===== src/rtl/phase_timer_fsm.sv =====
// Two-phase HIGH/LOW timer driven by a prescaled tick.
// One-shot or continuous operation with start, stop and pause.
module phase_timer_fsm #(
    parameter int PRESCALE_DIV = 103,
    parameter int PRESCALE_W   = 8,
    parameter int CNT_W        = 4
) (
    input  logic             CLK,
    input  logic             RESETN,
    input  logic             EN,
    input  logic             MODE,
    input  logic             START,
    input  logic             STOP,
    input  logic [CNT_W-1:0] HI_LEN,
    input  logic [CNT_W-1:0] LO_LEN,
    output logic             TICK,
    output logic             PHASE,
    output logic [CNT_W-1:0] CNT,
    output logic             BUSY,
    output logic             DONE
);

    typedef enum logic [1:0] {
        S_IDLE,
        S_HIGH,
        S_LOW
    } state_t;

    state_t                state_q;
    logic [PRESCALE_W-1:0] pre_q;
    logic [CNT_W-1:0]      cnt_q;
    logic [CNT_W-1:0]      len_q;
    logic                  phase_q;
    logic                  busy_q;
    logic                  done_q;
    logic                  mode_q;

    logic                  pre_last;
    logic                  len_end;
    logic [CNT_W-1:0]      hi_eff;
    logic [CNT_W-1:0]      lo_eff;

    assign pre_last = (pre_q == PRESCALE_W'(PRESCALE_DIV - 1));
    assign len_end  = (cnt_q == len_q - CNT_W'(1));
    assign hi_eff   = (HI_LEN == '0) ? CNT_W'(1) : HI_LEN;
    assign lo_eff   = (LO_LEN == '0) ? CNT_W'(1) : LO_LEN;

    assign TICK  = EN & busy_q & pre_last;
    assign PHASE = phase_q;
    assign CNT   = cnt_q;
    assign BUSY  = busy_q;
    assign DONE  = done_q;

    // len_q holds the length of whichever phase is active.
    always_ff @(posedge CLK) begin
        if (!RESETN) begin
            state_q <= S_IDLE;
            pre_q   <= '0;
            cnt_q   <= '0;
            len_q   <= '0;
            phase_q <= 1'b0;
            busy_q  <= 1'b0;
            done_q  <= 1'b0;
            mode_q  <= 1'b0;
        end else if (STOP) begin
            state_q <= S_IDLE;
            pre_q   <= '0;
            cnt_q   <= '0;
            phase_q <= 1'b0;
            busy_q  <= 1'b0;
            done_q  <= 1'b0;
        end else begin
            done_q <= 1'b0;
            unique case (state_q)
                S_IDLE: begin
                    if (START && EN) begin
                        state_q <= S_HIGH;
                        pre_q   <= '0;
                        cnt_q   <= '0;
                        len_q   <= hi_eff;
                        mode_q  <= MODE;
                        phase_q <= 1'b1;
                        busy_q  <= 1'b1;
                    end
                end
                S_HIGH: begin
                    if (EN) begin
                        pre_q <= pre_last ? '0 : pre_q + PRESCALE_W'(1);
                        if (pre_last) begin
                            if (len_end) begin
                                state_q <= S_LOW;
                                cnt_q   <= '0;
                                len_q   <= lo_eff;
                                phase_q <= 1'b0;
                            end else begin
                                cnt_q <= cnt_q + CNT_W'(1);
                            end
                        end
                    end
                end
                S_LOW: begin
                    if (EN) begin
                        pre_q <= pre_last ? '0 : pre_q + PRESCALE_W'(1);
                        if (pre_last) begin
                            if (len_end) begin
                                done_q <= 1'b1;
                                cnt_q  <= '0;
                                if (mode_q) begin
                                    state_q <= S_IDLE;
                                    busy_q  <= 1'b0;
                                end else begin
                                    state_q <= S_HIGH;
                                    len_q   <= hi_eff;
                                    phase_q <= 1'b1;
                                end
                            end else begin
                                cnt_q <= cnt_q + CNT_W'(1);
                            end
                        end
                    end
                end
                default: begin
                    state_q <= S_IDLE;
                    busy_q  <= 1'b0;
                    phase_q <= 1'b0;
                end
            endcase
        end
    end

endmodule


===== config.mk =====
export PLATFORM = sky130hd
export DESIGN_NAME = phase_timer_fsm
export DESIGN_NICKNAME = d
export VERILOG_FILES = /design/src/rtl/phase_timer_fsm.sv
export SDC_FILE = /design/constraint.sdc
export NUM_CORES = 1
export LEC_CHECK = 0
export BUFFER_PORTS_ARGS = -buffer_cell sky130_fd_sc_hd__clkbuf_2
export CAP_MARGIN = 15
export CORE_MARGIN = 1.5
export CORE_UTILIZATION = 55
export DETAILED_ROUTE_END_ITERATION = 10
export PLACE_DENSITY = 0.77
export RECOVER_POWER = 25
export SYNTH_ARGS = -nofsm -noshare
export SYNTH_HDL_FRONTEND = slang
export SYNTH_SLANG_ARGS = --single-unit

===== constraint.sdc =====
create_clock -name CLK -period 2.4 [get_ports CLK]
set_input_delay 0.48 -clock CLK [delete_from_list [all_inputs] [get_ports CLK]]
set_output_delay 0.48 -clock CLK [all_outputs]
set_load 0.01 [all_outputs]

==> impl_metrics.toml <==
[clock_network]
clk_pin_slew_ns = 0.13
cts_tree = "done"
clock_path_buffers = 2
h-tree-depth = 1
postCtsSetupRepairBufs = 0
cts_root_buf = "clkbuf_4"
clock_latency_ns = 0.31
cts-resized-gates = 0
cts_made_buffers = 3
cts.sink_count = 22
cts_hold_buffers = 0

[logic_synthesis]
ys_seq_area_share_pct = 33.18
syn_area_um2 = 1328
synth-edff-count = 0
yosysMostFrequentCell = "dfxtp_1"
synth_cell_type_count = 43
synth_nets = 171
synth_cells = 149
synth_top_area_cell = "dfxtp_1"
synth_area_leaders = "dfxtp_1 (33%), ha_1 (7.5%), nor2_1 (5.9%)"
synth_top_area_share_pct = 33.18
async_flop_share_pct = 0
synth-seq-cells = 22
avgSynthCellArea_um2 = 8.910
synthFlopType = "dfxtp_1"
ys_top_cells_by_count = "dfxtp_1 (22), nor2_1 (21), inv_1 (10)"
yosysWarnings = 0

[routing]
wl_met3_um = 151
drcViolationCount = 0
wl_per_cell_um = 13.57
drt-met1-wl_um = 1252
highest-signal-layer = "met4"
initialDrtViolationCount = 16
wl_met2_um = 1292
antenna_left = 0
vias_per_cell = 5.725
num_vias = 1145
routed_wl_um = 2713
drt_pass1_iterations = 4

[timing]
tightest_slew_ns = 0.6068
max_freq_mhz = 465.6
period_share_pct = 89.48
relSlewSlack_pct = 59.25
maxSlewViolCount = 0
hold_viol = 0
rsz0062_at_grt = "no"
setup_tns_ns = 0
finalSetupViolations = 0
period_needed_ns = 2.148
fin_skew_ns = 0.01097

[power_and_ir_drop]
power_mw = 0.7065
netSwitchingFraction_pct = 27.23
power_frac_comb_pct = 16.0
p_per_area_nw_per_um2 = 478.1
power.switching_mw = 0.1924
cellLeakagePower_nw = 0.5666
power_frac_seq_pct = 54.1
intPower_mw = 0.5141
clkPwrFrac_pct = 29.8
vdd.ir_drop.worst_uv = 562.4

[global_routing]
grt_pass1_vias = 1065
grt_pass1_wl_um = 4554
antenna_found_initial = 0
grt_max_degree = 13
groute.usage.overall_pct = 22.50
overflow = 0

[run]
maxCapViolCount = 0

[critical_path]
crit_start = "len_q[0]"
cp_data_arrival_time_ns = 2.39
worst_setup_path_start_kind = "flop"
critPathKind = "reg -> reg"
cp-end-kind = "flop"
crit_fanout = 7
cp.required_ns = 2.65
r2r-start = "len_q[0]"

[floorplan]
die_h_um = 52.13
design.die.area_um2 = 2718
io_pins = 22
start_util_pct = 58.88
rows = 17
coreArea_um2 = 2255
fp.dieW_um = 52.13

[min_path]
min_path_type = "in -> reg"
hold_start = "MODE"

[place]
globalplace.congestion = 0.8133
io_buffers = 21
hpwl_um = 2113

[layout]
syn_to_final_growth_pct = 11.31
final_nets = 195
diodes = 0
drive_above_1_share_pct = 16.28

[outcome]
status = "finished clean"
==> registers in the layout, summed over array words and instances, names as in the netlist <==
name and flops:
pre_q 8, CNT 4, len_q 4, state_q 2, BUSY 1, DONE 1, PHASE 1, mode_q 1
==> through the flow <==
| step | cell area (um2) | hold slack [ns] | util, % | instances | worst slack (ns) |
|---|---|---|---|---|---|
| after floorplan | 1328 | 0.4700 | - | 149 | 0.4392 |
| after global placement | 1449 | 0.4588 | 64.26 | 196 | 0.3447 |
| final | 1478 | 0.4397 | 65.54 | 200 | 0.2524 |
| after detailed placement | 1449 | 0.4805 | 64.26 | 196 | 0.2857 |
| after global routing | 1478 | 0.4790 | 65.54 | 200 | 0.06651 |
| after CTS | 1485 | 0.4453 | 65.87 | 200 | 0.2583 |
==> kinds of logic after synthesis <==
kind of cell               share of synthesized area [%]
and+or+nand+nor                                    23.28
adders and majority gates                          7.540
xor gates and xnor gates                           11.03
buffers and inverters                              4.241
DFF                                                33.18
AOI/OAI and AO/OA                                  16.87
muxes                                              3.864
==> area by class of cell <==
cell class	count	area, um2
Sequential cell	22	440.4
Timing Repair Buffer	21	97.59
Clock buffer	4	36.28
Tap cell	28	35.03
Inverter	10	37.54
Fill cell	212	777.0
Multi-Input combinational cell	115	830.8
==> worst max-delay path: stages, from the launching register on <==
cell,delay (ns)
dfxtp_1,0.42
inv_1,0.06
ha_1,0.30
xnor2_1,0.16
nor3_4,0.33
a41oi_1,0.18
or4b_1,0.49
a21oi_1,0.14
==> layout by cell type, fill, tap and decap left out, types with 2 or more instances in the layout <==
cell type  instances
a21oi_1            8
a22o_1             4
a41oi_1            2
and2_1             2
and3_2             2
clkbuf_1           6
clkbuf_2          15
clkbuf_4           3
dfxtp_1           22
ha_1               8
inv_1             10
mux2i_1            4
nand2_1            7
nand4_1            3
nor2_1            21
nor2b_1            2
nor3_1             8
o211ai_1           3
o21ai_0            2
o21ai_1            2
o31ai_1            2
xnor2_1            8
xor2_1             6
==> per-layer routing <==
layer | up-vias | GRT usage [%]
met5 | - | 0
met4 | 0 | 5.128
met3 | 2 | 5.172
met2 | 31 | 40.51
met1 | 527 | 27.03
li1 | 585 | -
==> power groups by stage <==
stage / Combinational (mW) / Clock (mW) / Sequential, mW
6_report: 0.113 / 0.211 / 0.383
2_1_floorplan: 0.0802 / 0 / 0.390
3_3_place_gp: 0.110 / 0 / 0.390
4_1_cts: 0.114 / 0.218 / 0.382
3_5_place_dp: 0.113 / 0 / 0.390
5_1_grt: 0.126 / 0.233 / 0.384
==> path summary, 6_finish.rpt <==
path | endpoint | slack (ns) | cells after the start
setup / recovery | BUSY | 0.25 | 7
setup reg to reg | BUSY | 0.25 | 7
hold reg to reg | PHASE | 0.50 | 2
hold / removal | mode_q | 0.44 | 3
Note: power is estimated with default switching activity, not from simulation.
